## src/rtl/excpt_ctrl.sv

```systemverilog
`timescale 1ns/1ps
`default_nettype none
// ============================================================================
//  Module   : excpt_ctrl
//  Purpose  : Exception/interrupt initiator on the pipeline side of CP0.
//             At a commit boundary it decides whether to take an interrupt,
//             a syscall or an eret. It writes EPC, Cause and Status to CP0
//             one per cycle, keeps the pipeline stalled, and then issues a
//             redirect PC.
//  Revision : 1.0  initial release
// ============================================================================
module excpt_ctrl #(
    parameter logic [31:0] HANDLER_PC = 32'h0000_0040,
    parameter logic [4:0]  CODE_INT   = 5'd0,
    parameter logic [4:0]  CODE_SYS   = 5'd8
) (
    input  logic        clk,
    input  logic        rst,            // active-low, asynchronous
    input  logic        commit_valid,
    input  logic [31:0] commit_pc,
    input  logic        commit_syscall,
    input  logic        commit_eret,
    input  logic [5:0]  intimer,
    input  logic [31:0] cp0rData,
    output logic [4:0]  cp0rAddr,
    output logic        cp0we,
    output logic [4:0]  cp0wAddr,
    output logic [31:0] cp0wData,
    output logic        flush,
    output logic        stall,
    output logic        redirect_valid,
    output logic [31:0] redirect_pc
);

    localparam logic [4:0] c_ADDR_STATUS = 5'd12;
    localparam logic [4:0] c_ADDR_CAUSE  = 5'd13;
    localparam logic [4:0] c_ADDR_EPC    = 5'd14;

    typedef enum logic [2:0] {
        S_IDLE     = 3'd0,
        S_W_EPC    = 3'd1,
        S_W_CAUSE  = 3'd2,
        S_W_STATUS = 3'd3,
        S_E_RD     = 3'd4,
        S_E_WS     = 3'd5,
        S_REDIR    = 3'd6
    } state_t;

    state_t      r_state,      w_state_nx;
    logic [31:0] r_epc_cap,    w_epc_cap_nx;
    logic [4:0]  r_code,       w_code_nx;
    logic [5:0]  r_pend,       w_pend_nx;
    logic [31:0] r_status_cap, w_status_cap_nx;
    logic [31:0] r_epc_ret,    w_epc_ret_nx;
    logic        r_is_eret,    w_is_eret_nx;

    logic [31:0] w_status;
    logic        w_int_take;

    logic [4:0]  w_cp0rAddr_nx;
    logic        w_cp0we_nx;
    logic [4:0]  w_cp0wAddr_nx;
    logic [31:0] w_cp0wData_nx;
    logic        w_flush_nx;
    logic        w_stall_nx;
    logic        w_redirect_valid_nx;
    logic [31:0] w_redirect_pc_nx;

    // Decision logic, captures, and next-cycle output values (registered below)
    always_comb begin
        w_state_nx      = r_state;
        w_epc_cap_nx    = r_epc_cap;
        w_code_nx       = r_code;
        w_pend_nx       = r_pend;
        w_status_cap_nx = r_status_cap;
        w_epc_ret_nx    = r_epc_ret;
        w_is_eret_nx    = r_is_eret;

        // In IDLE the read port points at Status, so cp0rData is Status here
        w_status   = cp0rData;
        w_int_take = commit_valid & w_status[0] & ~w_status[1]
                   & (|(intimer & w_status[15:10]));

        case (r_state)
            S_IDLE: begin
                if (w_int_take) begin
                    // EPC points past the interrupted instruction; a
                    // simultaneous syscall is dropped
                    w_epc_cap_nx    = commit_pc + 32'd4;
                    w_code_nx       = CODE_INT;
                    w_pend_nx       = intimer;
                    w_status_cap_nx = w_status;
                    w_is_eret_nx    = 1'b0;
                    w_state_nx      = S_W_EPC;
                end else if (commit_valid && commit_syscall) begin
                    w_epc_cap_nx    = commit_pc;
                    w_code_nx       = CODE_SYS;
                    w_pend_nx       = intimer;
                    w_status_cap_nx = w_status;
                    w_is_eret_nx    = 1'b0;
                    w_state_nx      = S_W_EPC;
                end else if (commit_valid && commit_eret) begin
                    w_status_cap_nx = w_status;
                    w_is_eret_nx    = 1'b1;
                    w_state_nx      = S_E_RD;
                end
            end
            S_W_EPC:    w_state_nx = S_W_CAUSE;
            S_W_CAUSE:  w_state_nx = S_W_STATUS;
            S_W_STATUS: w_state_nx = S_REDIR;
            S_E_RD: begin
                // Read port points at EPC during this state
                w_epc_ret_nx = cp0rData;
                w_state_nx   = S_E_WS;
            end
            S_E_WS:     w_state_nx = S_REDIR;
            S_REDIR:    w_state_nx = S_IDLE;
            default:    w_state_nx = S_IDLE;
        endcase

        // Outputs are a function of the state being entered, so they line
        // up with that state once registered
        w_cp0rAddr_nx       = c_ADDR_STATUS;
        w_cp0we_nx          = 1'b0;
        w_cp0wAddr_nx       = 5'd0;
        w_cp0wData_nx       = 32'd0;
        w_flush_nx          = 1'b0;
        w_stall_nx          = (w_state_nx != S_IDLE);
        w_redirect_valid_nx = 1'b0;
        w_redirect_pc_nx    = 32'd0;

        case (w_state_nx)
            S_W_EPC: begin
                w_cp0we_nx    = 1'b1;
                w_cp0wAddr_nx = c_ADDR_EPC;
                w_cp0wData_nx = w_epc_cap_nx;
                w_flush_nx    = 1'b1;
            end
            S_W_CAUSE: begin
                w_cp0we_nx    = 1'b1;
                w_cp0wAddr_nx = c_ADDR_CAUSE;
                w_cp0wData_nx = {16'b0, w_pend_nx, 3'b0, w_code_nx, 2'b0};
            end
            S_W_STATUS: begin
                w_cp0we_nx    = 1'b1;
                w_cp0wAddr_nx = c_ADDR_STATUS;
                w_cp0wData_nx = w_status_cap_nx | 32'h0000_0002;
            end
            S_E_RD: begin
                w_cp0rAddr_nx = c_ADDR_EPC;
                w_flush_nx    = 1'b1;
            end
            S_E_WS: begin
                w_cp0we_nx    = 1'b1;
                w_cp0wAddr_nx = c_ADDR_STATUS;
                w_cp0wData_nx = w_status_cap_nx & ~32'h0000_0002;
            end
            S_REDIR: begin
                w_redirect_valid_nx = 1'b1;
                w_redirect_pc_nx    = w_is_eret_nx ? w_epc_ret_nx : HANDLER_PC;
            end
            default: ;
        endcase
    end

    // State, captured values and registered outputs
    always_ff @(posedge clk or negedge rst) begin
        if (!rst) begin
            r_state        <= S_IDLE;
            r_epc_cap      <= 32'd0;
            r_code         <= 5'd0;
            r_pend         <= 6'd0;
            r_status_cap   <= 32'd0;
            r_epc_ret      <= 32'd0;
            r_is_eret      <= 1'b0;
            cp0rAddr       <= c_ADDR_STATUS;
            cp0we          <= 1'b0;
            cp0wAddr       <= 5'd0;
            cp0wData       <= 32'd0;
            flush          <= 1'b0;
            stall          <= 1'b0;
            redirect_valid <= 1'b0;
            redirect_pc    <= 32'd0;
        end else begin
            r_state        <= w_state_nx;
            r_epc_cap      <= w_epc_cap_nx;
            r_code         <= w_code_nx;
            r_pend         <= w_pend_nx;
            r_status_cap   <= w_status_cap_nx;
            r_epc_ret      <= w_epc_ret_nx;
            r_is_eret      <= w_is_eret_nx;
            cp0rAddr       <= w_cp0rAddr_nx;
            cp0we          <= w_cp0we_nx;
            cp0wAddr       <= w_cp0wAddr_nx;
            cp0wData       <= w_cp0wData_nx;
            flush          <= w_flush_nx;
            stall          <= w_stall_nx;
            redirect_valid <= w_redirect_valid_nx;
            redirect_pc    <= w_redirect_pc_nx;
        end
    end

endmodule
`default_nettype wire

```

## config.mk

```make
export PLATFORM = sky130hd
export DESIGN_NAME = excpt_ctrl
export DESIGN_NICKNAME = d
export VERILOG_FILES = /design/src/rtl/excpt_ctrl.sv
export SDC_FILE = /design/constraint.sdc
export NUM_CORES = 1
export LEC_CHECK = 0
export BUFFER_PORTS_ARGS = -buffer_cell sky130_fd_sc_hd__buf_2
export CAP_MARGIN = 10
export CORE_MARGIN = 2
export CORE_UTILIZATION = 40
export CTS_CLUSTER_DIAMETER = 120
export DETAILED_ROUTE_END_ITERATION = 10
export PLACE_DENSITY_LB_ADDON = 0.2
export SYNTH_ARGS = -nofsm -noshare
export SYNTH_HDL_FRONTEND = slang
export SYNTH_SLANG_ARGS = --single-unit
```

## constraint.sdc

```tcl
create_clock -name clk -period 2.09 [get_ports clk]
set_input_delay 0 -clock clk [delete_from_list [all_inputs] [get_ports clk]]
set_output_delay 0 -clock clk [all_outputs]
set_load 0.1 [all_outputs]
```

Word level (Yosys, flattened, before mapping)

Cells that the tools add are included.

Logic and storage cells: 74
Flip-flop bits (word level): 189
Input port bits: 75
Output and inout port bits: 78

Equality and inequality tests: 11
$add $sub $neg: 1
Reductions and logical operators: 11
Bitwise logic cells: 5
Mux-type cells: 30

Operators with widths:

| kind                    | number |
|---|---|
| $mux W32                | 10 |
| $pmux W32 S4            | 1 |
| $add A32 B3 Y32 const B | 1 |
| $mux W6                 | 3 |
| $eq A3 B3 Y1 const B    | 5 |
| $mux W5                 | 3 |
| $pmux W3 S5             | 1 |
| $eq A3 B2 Y1 const B    | 4 |
| $pmux W4 S3             | 1 |
| $mux W3                 | 3 |
| $mux W1                 | 7 |
| $and A6 B6 Y6           | 1 |
| $eq A3 B1 Y1 const B    | 2 |
| $reduce_bool A3 Y1      | 2 |
| $reduce_or A2 Y1        | 3 |
| $reduce_or A6 Y1        | 1 |
| $reduce_or A4 Y1        | 1 |
| $and A1 B1 Y1           | 3 |
| $logic_not A3 Y1        | 1 |
| $logic_and A1 B1 Y1     | 2 |
| $mux W2                 | 1 |
| $reduce_and A2 Y1       | 1 |
| $not A1 Y1              | 1 |

Longest topological paths before layout

Gate-level depths: netlist of run 1.

Depth in word-level cells: 8
Gate-level depth with buffers: 8
Mapped depth without buffers: 6

Worst setup path before layout of run 1

OpenSTA, ideal clock, no wires.

Kind: flip-flop to flip-flop
Start point: reg r_state[1]
End point: reg cp0wData[4]
Data required time: 1964 ps
Stages on the path, launching flop included: 7
Slack: 45 ps
Arrival: 1919 ps
Path buffers: 2
Clock period less this slack: 2045 ps
Library setup time: 126 ps
Cells stage by stage: dfrtp_1 clkbuf_1 or3_1 a21oi_2 buf_6 mux2_4 a221o_1

Elaborated cells on any way between the ends: 19
Classes of those cells: 9 x eq/ne; 8 x mux; 2 x reduce/logical

RTL lines:

| what                         | RTL line | text |
|---|---|---|
| start: declaration           | 49       | `state_t r_state, w_state_nx;` |
| start signal: assignment     | 185      | `r_state <= w_state_nx;` |
| $logic_not A3 Y1             | 84       | `case (r_state)` |
| $mux W32                     | 84       |  |
| named net w_status_cap_nx[4] | 53       | `logic [31:0] r_status_cap, w_status_cap_nx;` |
| $pmux W32 S4                 | 132      | `case (w_state_nx)` |
| named net w_cp0wData_nx[4]   | 63       | `logic [31:0] w_cp0wData_nx;` |
| end signal: assignment       | 195      | `cp0wData <= w_cp0wData_nx;` |
| end: declaration             | 28       | `output logic [31:0] cp0wData,` |

The timed path passes the listed nets, and every way through them passes these cells.
A chain may end at the register's enable or synchronous reset.

Worst setup path after layout of run 1

Start point: reg r_state[1]
End point: reg cp0wData[17]

The elaborated chain is that of the path after synthesis.

==> results of run 1 <==
[per-layer routing]
layer  global-route usage (%)  vias to the layer above
met5                        0                        -
met4                     9.32                        0
met3                     4.58                       35
met2                     37.2                      188
met1                     30.2                     2650
li1                         -                     2438
[path summary, 6_finish.rpt]
| kind | endpoint | slack [ps] |
|---|---|---|
| max | cp0wData[17]$_DFF_PN0_ | 100 |
| min | cp0wData[15]$_DFF_PN0_ | 20 |
| max reg2reg | cp0wData[17]$_DFF_PN0_ | 100 |
| min reg2reg | r_pend[1]$_DFF_PN0_ | 480 |
| max in group asynchronous | cp0wData[28]$_DFF_PN0_ | 1270 |
| min in group asynchronous | r_epc_ret[2]$_DFF_PN0_ | 60 |
[state kept, by name, indices dropped and copies added (netlist names)]
signal and cells:
r_code 5, cp0wAddr 3, r_epc_ret 32, flush 1
cp0wData 32, cp0we 1, cp0rAddr 1, redirect_valid 1
r_state 3, stall 1, redirect_pc 32, r_is_eret 1
r_status_cap 31, r_pend 6
[through the flow]
stage,setup WS [ps],cells,total power (W)
2_1_floorplan,44.8,559,0.00907
3_3_place_gp,150,908,0.0103
3_5_place_dp,97.3,908,0.0104
4_1_cts,70.1,1000,0.0136
5_1_grt,5.56,1001,0.0142
6_report,102,1001,0.0135
[power by group]
group          internal, W  switching, W
Combinational      0.00172       0.00441
Sequential         0.00399      0.000338
Clock              0.00193       0.00115
Total              0.00765       0.00590
[synth_stat cells, types with 4 or more instances]
library cell	count
a22oi_1	5
xnor2_1	7
clkbuf_1	17
o211ai_1	5
o2bb2ai_1	7
nor2_1	20
a21oi_1	9
nor2b_1	32
nand3_1	28
and2_1	8
inv_1	6
nand4_1	17
o21ai_0	6
or4_1	7
buf_4	8
o31ai_1	6
and3_1	4
a221o_1	11
buf_2	16
a22o_1	4
mux2i_1	6
nand2_1	40
mux2_2	55
dfrtp_1	150
nor3_1	11
nor4_1	8
[logic make-up (layout without fill, tap and decap cells)]
family,Yosys count,after routing
flip-flops,150,150
adder cells (fa/ha/maj),2,2
AND/OR/NAND/NOR,199,199
XOR/XNOR,10,10
multiplexers,64,64
AO/OA/AOI/OAI,78,78
other,2,6
buffers and inverters,51,276
[critical path: stages, from the launching register on]
cell       delay [ps]
dfrtp_1           380
or3_1             430
a21oi_4           150
buf_12            180
buf_4             230
mux2_2            360
o2bb2ai_1         130
[cells in the final DEF, fill, tap and decap left out, types with 8 or more instances in the layout]
cell type	instances
buf_4	26
a221o_1	11
mux2_2	55
nand2_1	40
dfrtp_1	150
dlygate4sd3_1	61
nand4_1	17
nor2b_1	31
nor4_1	8
a21oi_1	9
buf_2	146
clkbuf_16	17
nor2_1	20
nand3_1	28
nor3_1	11
and2_1	8
[repair_timing]
| action | in CTS | in global routing |
|---|---|---|
| setup endpoints to repair | 0 | 13 |
| hold endpoints to repair | 273 | 0 |
| gates resized for setup | 0 | 3 |
| hold buffers | 61 | 0 |
[final cells by class]
cell class | instances | area (um2)
antenna | 1 | 2.50
clock buffer | 23 | 468
clock inverter | 8 | 124
fill | 1440 | 7120
inverter | 7 | 26.3
multi-input combinational | 358 | 2610
sequential | 150 | 3750
tap | 216 | 270
timing repair buffer | 238 | 1630
==> metrics.md, run 1 <==
| Metric | Value |
|---|---|
| Hold path start | commit_pc[15] |
| Yosys top cell by area | dfrtp_1 |
| Endpoints failing setup | 0 |
| NumNets Final | 848 |
| Pins Over Slew Limit | 0 |
| Hold WC Path Type | input pin to register |
| Clk_lat worst skew | 420 ps |
| P&R area growth vs syn | 35.0% |
| Mapped Avg Cell Area | about 12 um2 |
| Largest family of logic cells by synthesized area | simple AND/OR/NAND/NOR gates |
| Via count | 5311 |
| Synthesized cell area | roughly 6600 um2 |
| Row cnt | 46 |
| Max-cap violations | 0 |
| Post-route antenna net violation count | 0 |
| Pwr/cell area | roughly 1500 nW/um2 |
| Mux contribution to synthesized area | between 10 and 15% |
| Global-route wire length before repair | 31200 um |
| Post-synth ARST share | between 90% and 100% |
| Synth warnings | 0 |
| Minimum clock period | slightly below 2000 ps |
| Hpwl dp | ~14000 um |
| Final GP Congestion | ~0.85 |
| Top sig layer | met4 |
| Ranking of synthesized cells by area | dfrtp_1 57%, mux2_2 9.4%, nor2b_1 3.0% |
| Synthesized instance count | roughly 560 |
| Drt first pass iters | 5 |
| Critical path endpoint category | register |
| Share of the synthesized area in the top cell type | about 57% |
| Initial antenna violation count | 1 |
| Fmax | 503 MHz |
| Synth unique cells | 66 |
| DIE WIDTH | approximately 130 um |
| DRC viols | 0 |
| Final core utilization | between 50% and 60% |
| Die area | roughly 17000 um2 |
| CORE AREA | approximately 16000 um2 |
| Register area share after synthesis | a little under three fifths |
| Metal1 wirelength | 8530 um |
| Global route overflow | 0 |
| WL met3 | 1070 um |
| Drt wl/cell | 19.2 um |
| Hold Path Depth | 4 |
| Top FF cell, synth | dfrtp_1 |
| I/O pin cnt | between 150 and 200 |
| WL met2 | 9170 um |
| Post-CTS setup buffer count | 0 |
| Synth Area in Compound Gates | under 10% |
| Critical path class | register to register |
| Worst Setup SP | r_state[1]$_DFF_PN0_ |
| Num Clock Sinks | 150 |
| GRT Total Usage | approximately 23% |
| FF-to-FF path depth | 6 |
| Number of synthesized flops with an enable pin | 0 |
| CTS tree | done |
| Static Leak | ~4.1 nW |
| Initial core utilization | between 40% and 50% |
| Worst EP arrival | around 2300 ps |
| Maximum clock path buffer count | 2 |
| H-Tree Depth | 4 |
| Setup TNS | 0 ps |
| Hold WS | slightly above 20 ps |
| Share of layout cells above drive strength 1 | roughly a third |
| CTS buffer count | 17 |
| Final worst-path cycle share | a little over nine tenths |
| Worst r2r src | r_state[1]$_DFF_PN0_ |
| Final Skew | roughly 6.8 ps |
| Max Fanout on Critical Path | 15 |
| Synth Register Bits | 150 |
| Root Buffer | clkbuf_16 |
| VDD IR-drop max | between 1 and 1.5 mV |
| DR iter-0 viols | 350 |
| Layout Cell Area excl Fill | 8880 um2 |
| Relative slew slack | a little under 60% |
| Critical Path RT | about 2400 ps |
| Largest net degree at the start of global routing | 82 |
| Status | complete, no violations |
| Number of global-route vias before repair | about 5600 |
| I/O Buffers | roughly 150 |
| Cell area after placement | ~7700 um2 |
| Synth Area in XOR/XNOR | under 10% |
| Synth Area in Adders | less than 1% |
| Clock transition at path regs | approximately 60 ps |
| Worst-Margin Slew | roughly 610 ps |
| Die Span Y | 132 um |
| Final hold vios | 0 |
| RSZ-0062 raised after global routing | no |
| Routed vias/inst | between 5 and 6 |
| Routed WL | 19200 um |
| CP startpoint kind | register |
| Synth Area in Simple Gates | between 10% and 20% |
(Power assumes the default switching activity.)
==> inputs of run 2 (changes only) <==
Settings changed: CORE_MARGIN 2 to default, PLACE_DENSITY from default to 0.64, PLACE_DENSITY_LB_ADDON 0.2 to default.
==> run 2 against run 1 <==
Compared with the run above:
- largest power group unchanged
- cell count is 0.60% lower
- core utilization is 0.73 points higher
- critical endpoint unchanged
- clock-buffer cell count decreased by 1
- sequential share of layout area is 0.40 points lower
- highest routed layer unchanged
- via count is 0.32% higher
- clock power grew 17%
- flip-flop and latch count did not move
- power rose by 3.9%
==> metrics.md, run 2 (synthesized netlist as in run 1, its figures left out) <==
| Metric | Value |
|---|---|
| Maximum clock path buffer count | 2 (unchanged) |
| Root Buffer | clkbuf_16 (unchanged) |
| DP Worst Slack | 131 ps (was 97.3 ps) |
| Flip-flop and latch area | 3750 um2 (unchanged) |
| Worst r2r src | r_state[1]$_DFF_PN0_ (unchanged) |
| Num Clock Sinks | 150 (unchanged) |
| Row cnt | 46 (unchanged) |
| Drt wl/cell | 18.6 um (was 19.2 um) |
| Die Span Y | 130 um (was 132 um) |
| CTS buffer count | 17 (unchanged) |
| Hold WC Path Type | input pin to register (unchanged) |
| Minimum clock period | 1980 ps (was 1990 ps) |
| Critical path cell sequence | or3_1 -> a21oi_4 -> buf_12 -> buf_4 -> mux2_2 -> o2bb2ai_1 (unchanged) |
| Die area | 17000 um2 (was 17500 um2) |
| Final Skew | 8.27 ps (was 6.80 ps) |
| Pwr/cell area | 1570 nW/um2 (was 1530 nW/um2) |
| Largest net degree at the start of global routing | 91 (was 82) |
| Worst Setup SP | r_state[1]$_DFF_PN0_ (unchanged) |
| Initial antenna violation count | 0 (was 1) |
| RSZ-0062 raised after global routing | no (unchanged) |
| Clock transition at path regs | 60 ps (about the same) |
| Pins Over Slew Limit | 0 (unchanged) |
| DR iter-0 viols | 454 (was 350) |
| Most frequent cells in the layout | 150 x dfrtp_1, 146 x buf_2, 61 x dlygate4sd3_1 (unchanged) |
| VDD IR-drop max | 1.01 mV (was 1.02 mV) |
| I/O pin cnt | 153 (unchanged) |
| Drt first pass iters | 5 (unchanged) |
| Share of layout cells above drive strength 1 | 35.0% (was 35.3%) |
| Fill count | 1340 (was 1440) |
| Clk_lat worst skew | 420 ps (about the same) |
| I/O Buffers | 147 (unchanged) |
| CORE AREA | 15900 um2 (was 16000 um2) |
| DIE WIDTH | 130 um (was 132 um) |
| Setup WS post-layout | 108 ps (was 102 ps) |
| Via count | 5328 (was 5311) |
| Number of global-route vias before repair | 5404 (was 5614) |
| Slowest CP cell | or3_1 (unchanged) |
| Final GP Congestion | 0.869 (was 0.848) |
| Final worst-path cycle share | 94.8% (was 95.1%) |
| P&R area growth vs syn | 36.2% (was 35.0%) |
| Relative slew slack | 46.2% (was 59.1%) |
| Routed vias/inst | 5.35 (was 5.31) |
| H-Tree Depth | 4 (unchanged) |
| Final hold vios | 0 (unchanged) |
| N_diodes | 0 (was 1) |
| Max Fanout on Critical Path | 11 (was 15) |
| Routed WL | 18500 um (was 19200 um) |
| Setup TNS | 0 ps (unchanged) |
| Worst-Margin Slew | 801 ps (was 607 ps) |
| NumNets Final | 844 (was 848) |
| Endpoints failing setup | 0 (unchanged) |
| Largest regs | cp0wData x32, r_epc_ret x32, redirect_pc x32 (unchanged) |
| Critical Path RT | 2390 ps (about the same) |
| Max-cap violations | 0 (unchanged) |
| Fmax | 504 MHz (was 503 MHz) |
| Worst EP arrival | 2280 ps (about the same) |
| Global-route wire length before repair | 28800 um (was 31200 um) |
| Most common cell after layout, fill and taps aside | dfrtp_1 (unchanged) |
| Static Leak | 4.17 nW (was 4.13 nW) |
| GRT Total Usage | 22.8% (was 22.9%) |
| Hold path start | commit_pc[27] (was commit_pc[15]) |
| CTS tree | done (unchanged) |
| Critical path class | register to register (unchanged) |
| Multi-input gate area | 2600 um2 (was 2610 um2) |
| Initial core utilization | 41.3% (was 41.1%) |
| Critical path endpoint category | register (unchanged) |
| CP startpoint kind | register (unchanged) |
| Status | complete, no violations (unchanged) |
| Worst path max stage delay | 440 ps (was 430 ps) |
| Global route overflow | 0 (unchanged) |
| Hpwl dp | 12800 um (was 13700 um) |
| Post-route antenna net violation count | 0 (unchanged) |
| DRC viols | 0 (unchanged) |
==> run 2: through the flow <==
step / hold slack, ps / power, W / std cells / instance area (um2) / utilization, %
2_1_floorplan: -296 / 0.00907 / 559 / 6590 / -
3_3_place_gp: 9.37 / 0.0103 / 904 / 7650 / 48.0
3_5_place_dp: 9.24 / 0.0104 / 904 / 7650 / 48.0
4_1_cts: 1.77 / 0.0141 / 995 / 8960 / 56.2
5_1_grt: 24.4 / 0.0147 / 995 / 8960 / 56.2
6_report: 15.2 / 0.0141 / 995 / 8960 / 56.2
==> run 2: layer usage <==
| metal | GRT usage, % | vias to the layer above | part of all wire [%] |
|---|---|---|---|
| li1 | - | 2420 | - |
| met1 | 29.4 | 2668 | 43 |
| met2 | 37.1 | 203 | 48 |
| met3 | 4.67 | 37 | 5.9 |
| met4 | 10.1 | 0 | 2.5 |
| met5 | 0 | - | 0 |
==> run 2: power by group <==
group / total (W) / internal (W) / switching, W
Combinational: 0.00613 / 0.00172 / 0.00441
Clock: 0.00360 / 0.00247 / 0.00113
Sequential: 0.00433 / 0.00399 / 0.000339
==> run 2: worst max-delay path: cells and delay by family, from the launching register on <==
family          cells  cell delay (ps)
compound gates      2              290
simple gates        1              440
buf+inv             2              390
flops               1              380
mux                 1              370
==> run 2: layout make-up <==
type | instances | share of cell area (%)
sequential | 150 | 41.9
timing repair buffer | 234 | 18.0
multi-input combinational | 358 | 29.0
clock inverter | 8 | 2.43
inverter | 7 | 0.293
tap | 216 | 3.02
clock buffer | 22 | 5.40
==> run 2: worst paths after layout <==
kind                                                   end  slack, ps  cells past startpoint
min in group asynchronous                  flush$_DFF_PN0_        130                      3
max in group asynchronous       r_status_cap[24]$_DFF_PN0_       1510                      3
worst min-delay path                cp0wData[27]$_DFF_PN0_         20                      3
worst max-delay path                cp0wData[17]$_DFF_PN0_        110                      6
worst min register to register         r_pend[2]$_DFF_PN0_        480                      2
worst max register to register      cp0wData[17]$_DFF_PN0_        110                      6
==> run 2: what timing repair did <==
item,CTS,global route
setup endpoints to repair,0,2
hold buffers,61,0
setup buffers,0,0
endpoints found under the hold margin,269,0
resized for setup,0,2
